**src/rtl/if_fetch_unit_if.sv**
```systemverilog
// Instruction-memory request/response bundle for the fetch stage.
// master = fetch unit, slave = instruction memory.
interface if_fetch_unit_if;
  logic        imem_req_valid;
  logic [31:0] imem_req_addr;
  logic        imem_req_ready;
  logic        imem_rsp_valid;
  logic [31:0] imem_rsp_data;

  modport master (
    output imem_req_valid,
    output imem_req_addr,
    input  imem_req_ready,
    input  imem_rsp_valid,
    input  imem_rsp_data
  );

  modport slave (
    input  imem_req_valid,
    input  imem_req_addr,
    output imem_req_ready,
    output imem_rsp_valid,
    output imem_rsp_data
  );
endinterface

```
**src/rtl/if_fetch_unit.sv**
```systemverilog
// IF stage: owns the PC, one outstanding imem fetch, feeds IF/ID.
// Optional FETCH_MISALIGN_TRAP_EN traps misaligned redirect targets.
module if_fetch_unit #(
  parameter logic [31:0] RESET_PC     = 32'h0000_0000,
  parameter logic [31:0] BUBBLE_INSTR = 32'h0000_0000
) (
  input  logic                  clk,
  input  logic                  reset,
  input  logic                  stall_id,
  input  logic                  redirect_valid,
  input  logic [31:0]           redirect_pc,
  if_fetch_unit_if.master       imem,
  output logic [31:0]           instr_if,
  output logic [31:0]           pc_if,
  output logic [31:0]           pc_plus4_if,
  output logic                  if_valid,
  output logic                  fetch_misalign
);

  typedef enum logic [1:0] {
    S_REQ,
    S_WAIT,
    S_HOLD
  } state_e;

  state_e      state_q, state_d;
  logic [31:0] pc_q, pc_d;
  logic [31:0] instr_q, instr_d;
  logic [31:0] pcif_q, pcif_d;
  logic        valid_q, valid_d;
  logic        kill_q, kill_d;
  logic        mis_q, mis_d;
  logic [31:0] tgt;
  logic        bad_tgt;

`ifdef FETCH_MISALIGN_TRAP_EN
  assign tgt     = redirect_pc;
  assign bad_tgt = (redirect_pc[1:0] != 2'b00);
`else
  logic unused_lsb;
  assign unused_lsb = ^redirect_pc[1:0];
  assign tgt        = {redirect_pc[31:2], 2'b00};
  assign bad_tgt    = 1'b0;
`endif

  always_comb begin
    state_d = state_q;
    pc_d    = pc_q;
    instr_d = instr_q;
    pcif_d  = pcif_q;
    valid_d = valid_q;
    kill_d  = kill_q;
    mis_d   = mis_q;

    unique case (state_q)
      S_REQ: begin
        if (imem.imem_req_ready) state_d = S_WAIT;
      end
      S_WAIT: begin
        if (imem.imem_rsp_valid) begin
          if (kill_q) begin
            kill_d  = 1'b0;
            state_d = S_REQ;
          end else begin
            instr_d = imem.imem_rsp_data;
            pcif_d  = pc_q;
            pc_d    = pc_q + 32'd4;
            valid_d = 1'b1;
            state_d = S_HOLD;
          end
        end
      end
      S_HOLD: begin
        // a stale reply can only land here after a misalign trap
        if (imem.imem_rsp_valid) kill_d = 1'b0;
        if (!stall_id && !mis_q) begin
          instr_d = BUBBLE_INSTR;
          pcif_d  = 32'd0;
          valid_d = 1'b0;
          state_d = S_REQ;
        end
      end
      default: state_d = S_REQ;
    endcase

    if (redirect_valid) begin
      pc_d    = tgt;
      instr_d = BUBBLE_INSTR;
      pcif_d  = 32'd0;
      valid_d = 1'b0;
      mis_d   = 1'b0;
      if (state_d == S_HOLD) state_d = S_REQ;
      unique case (state_q)
        S_REQ:   if (imem.imem_req_ready) kill_d = 1'b1;
        S_WAIT:  kill_d = !imem.imem_rsp_valid;
        default: ;
      endcase
      if (bad_tgt) begin
        instr_d = BUBBLE_INSTR;
        pcif_d  = redirect_pc;
        valid_d = 1'b1;
        mis_d   = 1'b1;
        state_d = S_HOLD;
      end
    end
  end

  always_ff @(posedge clk) begin
    if (reset) begin
      state_q <= S_REQ;
      pc_q    <= RESET_PC;
      instr_q <= BUBBLE_INSTR;
      pcif_q  <= 32'd0;
      valid_q <= 1'b0;
      kill_q  <= 1'b0;
      mis_q   <= 1'b0;
    end else begin
      state_q <= state_d;
      pc_q    <= pc_d;
      instr_q <= instr_d;
      pcif_q  <= pcif_d;
      valid_q <= valid_d;
      kill_q  <= kill_d;
      mis_q   <= mis_d;
    end
  end

  assign imem.imem_req_valid = (state_q == S_REQ) && !reset;
  assign imem.imem_req_addr  = pc_q;

  assign instr_if       = instr_q;
  assign pc_if          = pcif_q;
  assign pc_plus4_if    = valid_q ? (pcif_q + 32'd4) : 32'd0;
  assign if_valid       = valid_q;
  assign fetch_misalign = mis_q;

endmodule
```
**src/flat_wrapper.sv**
```systemverilog
// flat-port wrapper written by rule: the top's interface ports become plain ports
module if_fetch_unit_flat 
#(
  parameter logic [31:0] RESET_PC     = 32'h0000_0000,
  parameter logic [31:0] BUBBLE_INSTR = 32'h0000_0000
)
  (clk, reset, stall_id, redirect_valid, redirect_pc, instr_if, pc_if, pc_plus4_if, if_valid, fetch_misalign, imem_imem_req_valid, imem_imem_req_addr, imem_imem_req_ready, imem_imem_rsp_valid, imem_imem_rsp_data);
  if_fetch_unit_if imem_i ();
  input  logic clk;
  input  logic reset;
  input  logic stall_id;
  input  logic redirect_valid;
  input  logic [31:0] redirect_pc;
  output logic [31:0] instr_if;
  output logic [31:0] pc_if;
  output logic [31:0] pc_plus4_if;
  output logic if_valid;
  output logic fetch_misalign;
  output wire logic [$bits(imem_i.imem_req_valid)-1:0] imem_imem_req_valid;
  output wire logic [$bits(imem_i.imem_req_addr)-1:0] imem_imem_req_addr;
  input wire logic [$bits(imem_i.imem_req_ready)-1:0] imem_imem_req_ready;
  input wire logic [$bits(imem_i.imem_rsp_valid)-1:0] imem_imem_rsp_valid;
  input wire logic [$bits(imem_i.imem_rsp_data)-1:0] imem_imem_rsp_data;
  assign imem_imem_req_valid = imem_i.imem_req_valid;
  assign imem_imem_req_addr = imem_i.imem_req_addr;
  assign imem_i.imem_req_ready = imem_imem_req_ready;
  assign imem_i.imem_rsp_valid = imem_imem_rsp_valid;
  assign imem_i.imem_rsp_data = imem_imem_rsp_data;
  if_fetch_unit #(.RESET_PC(RESET_PC), .BUBBLE_INSTR(BUBBLE_INSTR)) u_core (.clk(clk), .reset(reset), .stall_id(stall_id), .redirect_valid(redirect_valid), .redirect_pc(redirect_pc), .imem(imem_i), .instr_if(instr_if), .pc_if(pc_if), .pc_plus4_if(pc_plus4_if), .if_valid(if_valid), .fetch_misalign(fetch_misalign));
endmodule
```
**config.mk**
```make
export PLATFORM = sky130hd
export DESIGN_NAME = if_fetch_unit_flat
export DESIGN_NICKNAME = d
export VERILOG_FILES = /design/src/rtl/if_fetch_unit_if.sv /design/src/rtl/if_fetch_unit.sv /design/src/flat_wrapper.sv
export SDC_FILE = /design/constraint.sdc
export NUM_CORES = 1
export LEC_CHECK = 0
export ABC_AREA = 1
export ABC_CLOCK_PERIOD_IN_PS = 2130
export BUFFER_PORTS_ARGS = -buffer_cell sky130_fd_sc_hd__clkbuf_2
export CAP_MARGIN = 10
export CORE_MARGIN = 2
export CORE_UTILIZATION = 45
export CTS_BUF_LIST = sky130_fd_sc_hd__clkbuf_4
export DETAILED_ROUTE_END_ITERATION = 7
export PLACE_DENSITY_LB_ADDON = 0.12
export SLEW_MARGIN = 20
export SYNTH_ARGS = -nofsm -noshare
export SYNTH_HDL_FRONTEND = slang
export SYNTH_SLANG_ARGS = --single-unit
export TNS_END_PERCENT = 10
```
**constraint.sdc**
```tcl
create_clock -name clk -period 2.13 [get_ports clk]
set_clock_uncertainty 0.05 [all_clocks]
set_input_delay 0.426 -clock clk [delete_from_list [all_inputs] [get_ports clk]]
set_output_delay 0.426 -clock clk [all_outputs]
set_load 0.02 [all_outputs]
```
==> run_results.csv, run 1 <==
group,metric,value,unit
run_status,outcome,"finished, violations left",
run_status,violations,"setup timing",
drt,drc,0,
sta,rsz0062_at_grt,"yes",
clock_tree,cts-htree-levels,3,
clock_tree,clk_pin_slew,160,ps
global_route,grt_pass1_vias,5475,
worst_setup_path,slowest_delay,380,ps
drt,vias,6322,
worst_hold_path,worstHoldPathCells,3,
floorplan,start_util,46.21,%
sta,setup_viol,26,
synthesis,syn_avg_cell_area,6.476,sq um
worst_setup_path,cp.required,1650,ps
floorplan,die_width,115.1,um
finish,drive_gt1_share,33.18,%
sta,slew_viol_final,0,
worst_setup_path,reg2reg_depth,9,
worst_setup_path,cp_max_fo,4,
synthesis,synth_area,5550,sq um
worst_setup_path,crit_chain,"ha_4 -> nand2_4 -> inv_2 -> nand2_2 -> nor4_2 -> buf_4 -> nand2_1 -> nand2_1 -> nand2_1 -> nor2_1 -> buf_4",
sta,fin_ws,-307.4,ps
finish,final_core_util,61.63,%
clock_tree,cts_inserted_buffers,9,
clock_tree,cts_tree,"done",
worst_setup_path,crit_type,"flip-flop to output port",
worst_setup_path,endpoint_kind,"output port",
placement,io_buffers,191,
sta,post-route-period-util,114.4,%
floorplan,core_area,12010,sq um
finish,fill_cells,1176,
global_route,grt_first_pass_wirelength,27.48,mm
power,total_power,4.098,mW
drt,wl_per_cell,14.44,um
placement,dpl.hpwl,13.37,mm
global_route,grt_max_degree,55,
synthesis,yosys_register_bits,96,
sta,fmax,410.3,MHz
synthesis,yosysSeqAreaShare,34.63,%
power,p_per_area,553.7,nW/um^2
drt,viasPerCell,5.140,
worst_setup_path,cpLargestDelayFamily,"simple AND/OR/NAND/NOR gates",
clock_tree,cts_hold_buf,0,
worst_setup_path,startpoint_type,"flip-flop",
worst_setup_path,cp_num_buf_inv,3,
floorplan,ios,201,
worst_setup_path,arrival,1960,ps
drt,wl,17.76,mm
drt,drt-pass1-iter-count,5,
worst_setup_path,cpMostUsedCell,"nand2_1",
finish,multi_input_area,3347,sq um
finish,area_growth_syn_to_layout,33.36,%
synthesis,syn_inst,857,
worst_hold_path,min_path_type,"input port to flip-flop",
clock_tree,clkLatencyLatePin,470,ps
power,ir_drop,410.1,uV
power,leakage,3.200,nW
finish,fin_nets,1155,
floorplan,die_area,13240,sq um
global_route,grt_overflow,0,
floorplan,placementRows,40,
clock_tree,clock_path_buffers,2,
drt,drt_iter0_drc,503,
sta,post-route-min-period,2437,ps
sta,hold_viol_final,0,
floorplan,dieHeight,115.1,um
placement,gp_congestion,0.9145,
job,drv_cap,0,
global_route,gr-usage-all-layers,26.11,%
sta,tns,-5343,ps
synthesis,yosysUniqueCellTypes,38,
clock_tree,cts_root_buf,"clkbuf_4",
drt,final_antenna_net_count,0,
worst_setup_path,cp_num_cells,11,
global_route,antenna_found_initial,1,
worst_setup_path,crit_slowest_cell,"dfxtp_2",
synthesis,ys_warn_count,0,
finish,seqCellArea,1966,sq um
clock_tree,cts_sinks,96,
placement,place_worst_setup_slack,27.50,ps
[worst min-delay path: cells and delay by family]
kind	cells	cell delay [ps]
buf+inv	1	80
simple gates	1	70
compound gates	1	50
[kinds of logic after synthesis]
logic type	share of synthesized area, %
AO/OA/AOI/OAI	15.94
XOR/XNOR	3.156
adder cells (fa/ha/maj)	1.803
buffers and inverters	9.490
flip-flops	34.63
other	0.06756
AND/OR/NAND/NOR	34.92
[state kept, by name, summed over array words and instances, names as in the netlist]
name	flops
u_core.instr_if	32
u_core.imem.imem_req_addr	30
u_core.pc_if	30
u_core.state_q	2
u_core.if_valid	1
u_core.kill_q	1
[synthesized netlist by cell type (all sizes together)]
cell type	count	area share (%)
a22oi	3	0.41
and3	2	0.23
or2	1	0.11
xor2	10	1.6
inv	77	5.2
nand2	224	15
a211oi	18	2.4
clkbuf	23	1.6
dfxtp	96	35
nor3b	2	0.27
nor3	20	2.0
nand3	93	8.6
a22o	5	0.79
o21a	1	0.14
buf	22	2.7
o31ai	1	0.14
and2	2	0.23
a21oi	99	8.9
conb	1	0.068
o2111ai	1	0.16
ha	8	1.8
xnor2	10	1.6
nand4	2	0.23
clkinv	1	0.068
o21ai	20	1.8
nor2	104	7.8
a31oi	9	1.0
nor4	1	0.23
a21boi	1	0.14
[repair_timing]
item	CTS	global route
buffers inserted	6	5
pin swaps	8	17
endpoints found under the setup margin	26	37
hold endpoints to repair	0	0
resized for setup	49	80
[per-layer routing]
layer | track usage, % | share of wire (%) | wire length, um | vias to the layer above
met5 | 0 | 0 | 0 | -
met4 | 8.594 | 2.2 | 390 | 0
met3 | 4.164 | 6.7 | 1187 | 29
met2 | 39.45 | 44 | 7864 | 243
met1 | 37.98 | 47 | 8318 | 2807
li1 | - | - | - | 3243
[stage by stage]
stage	instances	cell area (sq um)	hold WS [ps]
after floorplan	863	5578	490.4
after global placement	1202	6867	401.7
after detailed placement	1202	6867	405.0
after CTS	1224	7199	99.04
after global routing	1230	7402	89.01
final	1230	7402	120.8
[where the power goes]
group	internal (mW)	switching, mW
clock	0.358	0.642
sequential	1.90	0.130
combinational	0.376	0.692
[cells in the final DEF (no fill, tap or decap), types with 4 or more instances in the layout]
cell,netlist,final
nand2_1,222,209
clkbuf_2,0,169
a21oi_1,99,99
nand3_1,91,90
nor2_1,94,82
dfxtp_1,96,73
buf_4,9,69
inv_1,67,63
a211oi_1,18,18
o21ai_0,20,18
dfxtp_2,0,17
nor2_2,6,14
inv_2,10,12
nand2_2,2,12
clkbuf_4,0,12
xor2_1,10,10
xnor2_1,10,10
a31oi_1,9,9
nor3_2,2,8
nor2_4,4,8
ha_1,8,7
conb_1,1,7
nor3_4,0,6
nor3_1,18,6
dfxtp_4,0,6
a22o_1,5,5
buf_2,7,4
[final cells by class]
cell class                      count  area share [%]
Clock buffer                        9          0.9128
Clock inverter                      7          0.9635
Antenna cell                        1         0.03381
Sequential cell                    96           26.56
Tap cell                          147           2.485
Multi-Input combinational cell    644           45.22
Timing Repair Buffer              248           19.81
Inverter                           78           4.023
[worst paths after layout]
path	startpoint	end	slack (ps)
setup / recovery	u_core.pc_if[3]$_SDFFE_PP0P_	pc_plus4_if[26]	-310
hold / removal	imem_imem_rsp_data[11]	u_core.instr_if[11]$_SDFFE_PP0P_	120
setup reg to reg	u_core.imem.imem_req_addr[2]$_SDFFE_PP0P_	u_core.imem.imem_req_addr[20]$_SDFFE_PP0P_	300
hold reg to reg	u_core.instr_if[30]$_SDFFE_PP0P_	u_core.instr_if[30]$_SDFFE_PP0P_	420
Note: power is estimated with default switching activity, not from simulation.
==> inputs of run 2 (changes only) <==
--- a/config.mk
+++ b/config.mk
@@ -10,7 +10,7 @@
 export BUFFER_PORTS_ARGS = -buffer_cell sky130_fd_sc_hd__clkbuf_2
 export CAP_MARGIN = 10
 export CORE_MARGIN = 2
-export CORE_UTILIZATION = 45
+export CORE_UTILIZATION = 50
 export CTS_BUF_LIST = sky130_fd_sc_hd__clkbuf_4
 export DETAILED_ROUTE_END_ITERATION = 7
 export PLACE_DENSITY_LB_ADDON = 0.12
==> run 2 against run 1 <==
  * The flow still finishes with violations (setup timing)
  * Flip-flop and latch count is the same
  * Sequential power is essentially flat
  * Final cell count shrank 1.2%
  * Routed wire length shrank 3.9%
  * Largest cell class unchanged
  * Largest power group unchanged
  * Via count shrank 0.14%
==> run_results.csv, run 2 (synthesized netlist as in run 1, its figures left out) <==
group,metric,value,unit
worst_setup_path,cpMostUsedCell,"nand2_2",
floorplan,dieHeight,109.4,um
placement,dp.cells,1190,
power,p_comb_share,26.4,%
clock_tree,cts_inserted_buffers,9,
sta,post-route-min-period,2470,ps
finish,largest_reg_flops,32,
drt,drt-pass1-iter-count,5,
drt,final_antenna_net_count,0,
sta,setup_viol,25,
drt,viasPerCell,5.196,
clock_tree,clkLatencyLatePin,460,ps
worst_hold_path,min_path_type,"input port to flip-flop",
power,swShare,36.86,%
drt,highest_layer,"met4",
floorplan,core_area,10840,sq um
global_route,grt_overflow,0,
clock_tree,cts_root_buf,"clkbuf_4",
sta,maxSlewHeadroom,63.36,%
finish,final_common_cell,"nand2_1",
drt,vias,6313,
power,ir_drop,410.7,uV
finish,fin_nets,1148,
global_route,antenna_found_initial,0,
drt,wl,17.07,mm
sta,fin_ws,-339.7,ps
sta,hold_viol_final,0,
finish,final_cells,1215,
worst_setup_path,crit_chain,"nand2_2 -> nor3_4 -> nand2_2 -> nor2_4 -> nand2_2 -> nor2_2 -> nand2_1 -> nand2_1 -> nor2_1 -> clkbuf_4",
global_route,grt_first_pass_wirelength,26.38,mm
floorplan,die_width,109.4,um
sta,post-route-period-util,115.9,%
sta,worst_pin_slew,549.1,ps
placement,placed_area,6820,sq um
clock_tree,cts_hold_buf,0,
finish,postLayoutCellArea,7291,sq um
sta,rsz0062_at_grt,"yes",
worst_setup_path,slowest_delay,400,ps
sta,fmax,404.9,MHz
drt,dr_wl_met3,1.145,mm
worst_setup_path,arrival,1990,ps
sta,slew_viol_final,0,
finish,drive_gt1_share,32.74,%
clock_tree,clk_pin_slew,150,ps
power,switchingPower,1.480,mW
clock_tree,clock_path_buffers,2,
clock_tree,cts_tree,"done",
power,total_power,4.014,mW
power,clkPwrFrac,23.1,%
global_route,gr-usage-all-layers,27.64,%
finish,antenna_cells,0,
drt,m1WireLength,7.892,mm
clock_tree,cts-htree-levels,3,
finish,mostFrequentLayoutCells,"213 x nand2_1, 178 x clkbuf_2, 97 x a21oi_1, 88 x nand3_1, 81 x nor2_1",
floorplan,die_area,11960,sq um
run_status,outcome,"finished, violations left",
run_status,violations,"setup timing",
drt,drt_iter0_drc,450,
finish,final_core_util,67.26,%
floorplan,ios,201,
placement,gp_congestion,0.9060,
worst_setup_path,crit_type,"flip-flop to output port",
drt,wl_per_cell,14.05,um
finish,area_growth_syn_to_layout,31.36,%
power,seqPwrFrac,50.5,%
power,p_per_area,550.5,nW/um^2
placement,dpl.hpwl,12.80,mm
floorplan,placementRows,38,
job,drv_cap,0,
worst_setup_path,cp_max_fo,4,
clock_tree,cts_sinks,96,
power,leakage,3.084,nW
global_route,grt_max_degree,48,
floorplan,start_util,51.20,%
placement,io_buffers,191,
worst_setup_path,startpoint_type,"flip-flop",
drt,drc,0,
power,cell_internal_pwr,2.534,mW
worst_setup_path,endpoint_kind,"output port",
worst_setup_path,crit_slowest_cell,"dfxtp_4",
drt,dr_wl_met2,7.677,mm
worst_setup_path,cp.required,1650,ps
global_route,grt_pass1_vias,5387,
==> run 2: path summary, 6_finish.rpt <==
kind,start,to,slack [ps],depth (start not counted)
hold reg to reg,u_core.instr_if[7]$_SDFFE_PP0P_,u_core.instr_if[7]$_SDFFE_PP0P_,430,2
setup reg to reg,u_core.state_q[1]$_SDFF_PP0_,u_core.imem.imem_req_addr[13]$_SDFFE_PP0P_,140,9
setup / recovery,u_core.pc_if[10]$_SDFFE_PP0P_,pc_plus4_if[24],-340,10
hold / removal,reset,u_core.state_q[0]$_SDFF_PP0_,110,2
==> run 2: worst max-delay path, delay by kind of cell, from the launching register on <==
| kind | cells | cell delay (ps) |
|---|---|---|
| simple gates | 9 | 980 |
| buf+inv | 1 | 160 |
| flops | 1 | 400 |
==> run 2: timing repair <==
action | in CTS | in global routing
hold endpoints to repair | 0 | 0
resized for setup | 54 | 49
buffers inserted | 5 | 4
pin swaps | 6 | 7
endpoints found under the setup margin | 26 | 27
==> run 2: final cells by class <==
cell class | count | area [sq um]
clock buffer | 9 | 67.56
clock inverter | 7 | 61.31
fill | 1026 | 3550
inverter | 78 | 292.8
multi-input combinational | 644 | 3333
sequential | 96 | 1957
tap | 140 | 175.2
timing repair buffer | 241 | 1404
==> run 2: layer usage <==
layer,up-vias,track usage [%]
met5,-,0
met2,236,42.46
met3,25,3.794
met1,2826,40.15
li1,3226,-
met4,0,8.499
==> run 2: through the flow <==
stage	setup TNS [ps]	worst slack (ps)	hold WS, ps
floorplan	-140.0	-73.41	490.4
global placement	0	30.58	401.7
detailed placement	0	11.70	405.0
CTS	-6785	-363.0	93.59
global route	-8724	-457.3	99.41
finish	-5309	-339.7	111.1
==> run 2: power by group through the flow <==
stage | clock, mW | sequential, mW | combinational, mW
2_1_floorplan | 0 | 2.15 | 0.583
3_3_place_gp | 0 | 2.06 | 1.03
3_5_place_dp | 0 | 2.06 | 1.03
4_1_cts | 0.959 | 2.02 | 1.05
5_1_grt | 1.04 | 2.04 | 1.16
6_report | 0.928 | 2.03 | 1.06
==> inputs of run 3 (changes only) <==
--- a/config.mk
+++ b/config.mk
@@ -13,7 +13,7 @@
 export CORE_UTILIZATION = 50
 export CTS_BUF_LIST = sky130_fd_sc_hd__clkbuf_4
 export DETAILED_ROUTE_END_ITERATION = 7
-export PLACE_DENSITY_LB_ADDON = 0.12
+export PLACE_DENSITY_LB_ADDON = 0.15
 export SLEW_MARGIN = 20
 export SYNTH_ARGS = -nofsm -noshare
 export SYNTH_HDL_FRONTEND = slang
==> run 3 against run 2 <==
  * The flow still finishes with violations (setup timing)
  * Global-route usage is 0.79 points higher
  * Routed wire length is 4.4% higher
  * Design area is 1.6% higher
==> run_results.csv, run 3 (synthesized netlist as in run 1, its figures left out) <==
group,metric,value,unit
finish,antenna_cells,0,
worst_setup_path,crit_type,"flip-flop to output port",
floorplan,die_width,109.4,um
clock_tree,clock_path_buffers,2,
global_route,grt_max_degree,48,
sta,post-route-min-period,2584,ps
floorplan,die_area,11960,sq um
drt,drt_iter0_drc,458,
clock_tree,clkLatencyLatePin,460,ps
drt,vias,6417,
worst_setup_path,startpoint_type,"flip-flop",
worst_setup_path,cp.required,1650,ps
finish,final_cells,1215,
drt,drc,0,
drt,wl_per_cell,14.67,um
clock_tree,cts_inserted_buffers,9,
global_route,grt_first_pass_wirelength,26.96,mm
global_route,grt_overflow,0,
power,ir_drop,392.4,uV
placement,io_buffers,191,
worst_setup_path,reg2reg_depth,10,
placement,gp_congestion,0.9546,
sta,post-route-period-util,121.3,%
run_status,outcome,"finished, violations left",
global_route,gr-usage-all-layers,28.43,%
drt,viasPerCell,5.281,
placement,dpl.hpwl,13.07,mm
worst_setup_path,endpoint_kind,"output port",
worst_setup_path,arrival,2110,ps
clock_tree,cts-htree-levels,3,
floorplan,dieHeight,109.4,um
clock_tree,cts_hold_buf,0,
clock_tree,clk_pin_slew,190,ps
sta,setup_viol,26,
power,p_per_area,554.9,nW/um^2
clock_tree,cts_root_buf,"clkbuf_4",
job,drv_cap,0,
worst_hold_path,worstHoldPathCells,3,
power,total_power,4.110,mW
global_route,grt_pass1_vias,5539,
floorplan,placementRows,38,
sta,fin_ws,-453.5,ps
sta,slew_viol_final,0,
finish,area_growth_syn_to_layout,33.43,%
clock_tree,cts_tree,"done",
drt,wl,17.83,mm
finish,drive_gt1_share,33.67,%
finish,final_common_cell,"nand2_1",
worst_hold_path,min_path_type,"input port to flip-flop",
global_route,antenna_found_initial,0,
drt,final_antenna_net_count,0,
run_status,violations,"setup timing",
finish,largest_reg_flops,32,
clock_tree,cts_sinks,96,
sta,hold_viol_final,0,
sta,fmax,387.1,MHz
placement,dp.cells,1192,
drt,drt-pass1-iter-count,5,
floorplan,ios,201,
floorplan,core_area,10840,sq um
worst_setup_path,cp_max_fo,3,
power,leakage,3.094,nW
sta,rsz0062_at_grt,"yes",
floorplan,start_util,51.20,%
finish,final_core_util,68.32,%
finish,fin_nets,1148,
finish,mostFrequentLayoutCells,"207 x nand2_1, 170 x clkbuf_2, 99 x a21oi_1, 88 x nand3_1, 77 x nor2_1",
run 3: cell types whose count changed in the layout (fill, tap and decap cells not counted), sizes merged:
| cell | change |
|---|---|
| clkbuf | -9 |
| clkinv | +2 |
| buf | +9 |
| inv | -3 |
| clkinvlp | +1 |
run 3: metrics by stage:
| step | TNS [ps] | hold WS [ps] | setup WS, ps | area (sq um) |
|---|---|---|---|---|
| after global routing | -8811 | 86.05 | -595.2 | 7406 |
| after global placement | 0 | 402.1 | 109.2 | 6835 |
| final | -5892 | 122.9 | -453.5 | 7406 |
| after CTS | -5955 | 100.1 | -357.7 | 7141 |
| after floorplan | -140.0 | 490.4 | -73.41 | 5578 |
| after detailed placement | 0 | 406.2 | 83.20 | 6835 |
run 3: layout make-up:
type	instances	area (sq um)
Tap cell	140	175.2
Fill cell	1021	3435
Clock buffer	9	67.56
Sequential cell	96	1959
Clock inverter	7	78.83
Multi-Input combinational cell	644	3407
Timing Repair Buffer	241	1415
Inverter	78	302.8
run 3: final timing paths:
check	startpoint	endpoint	slack, ps
worst min-delay path	imem_imem_rsp_data[26]	u_core.instr_if[26]$_SDFFE_PP0P_	120
worst max register to register	u_core.state_q[1]$_SDFF_PP0_	u_core.instr_if[22]$_SDFFE_PP0P_	260
worst max-delay path	u_core.pc_if[3]$_SDFFE_PP0P_	pc_plus4_if[26]	-450
worst min register to register	u_core.instr_if[21]$_SDFFE_PP0P_	u_core.instr_if[21]$_SDFFE_PP0P_	430
run 3: routing by layer:
layer	share of wire (%)	vias to the layer above	global-route usage, %
met2	46	286	45.02
met4	2.1	0	7.776
li1	-	3221	-
met3	7.8	30	4.149
met1	44	2880	40.43
met5	0	-	0
run 3: critical path, cell delays in order, from the launching register on:
cell and delay [ps]:
dfxtp_2 390, ha_4 160, nand2_4 80, inv_4 70, nand2_4 60, nor4_4 290
buf_4 190, nand2_2 60, nand2_2 70, nand2_2 60, nor2_2 110, buf_6 120
run 3: timing repair:
item                                    4_1_cts  5_1_grt
setup buffers                                 1        6
pin swaps                                     5       15
resized for setup                            54       85
endpoints found under the setup margin       26       46
hold endpoints to repair                      0        0
run 3: power breakdown:
| group | internal (mW) | switching, mW |
|---|---|---|
| logic | 0.378 | 0.704 |
| registers | 1.90 | 0.130 |
| clock network | 0.279 | 0.718 |
| total | 2.56 | 1.55 |
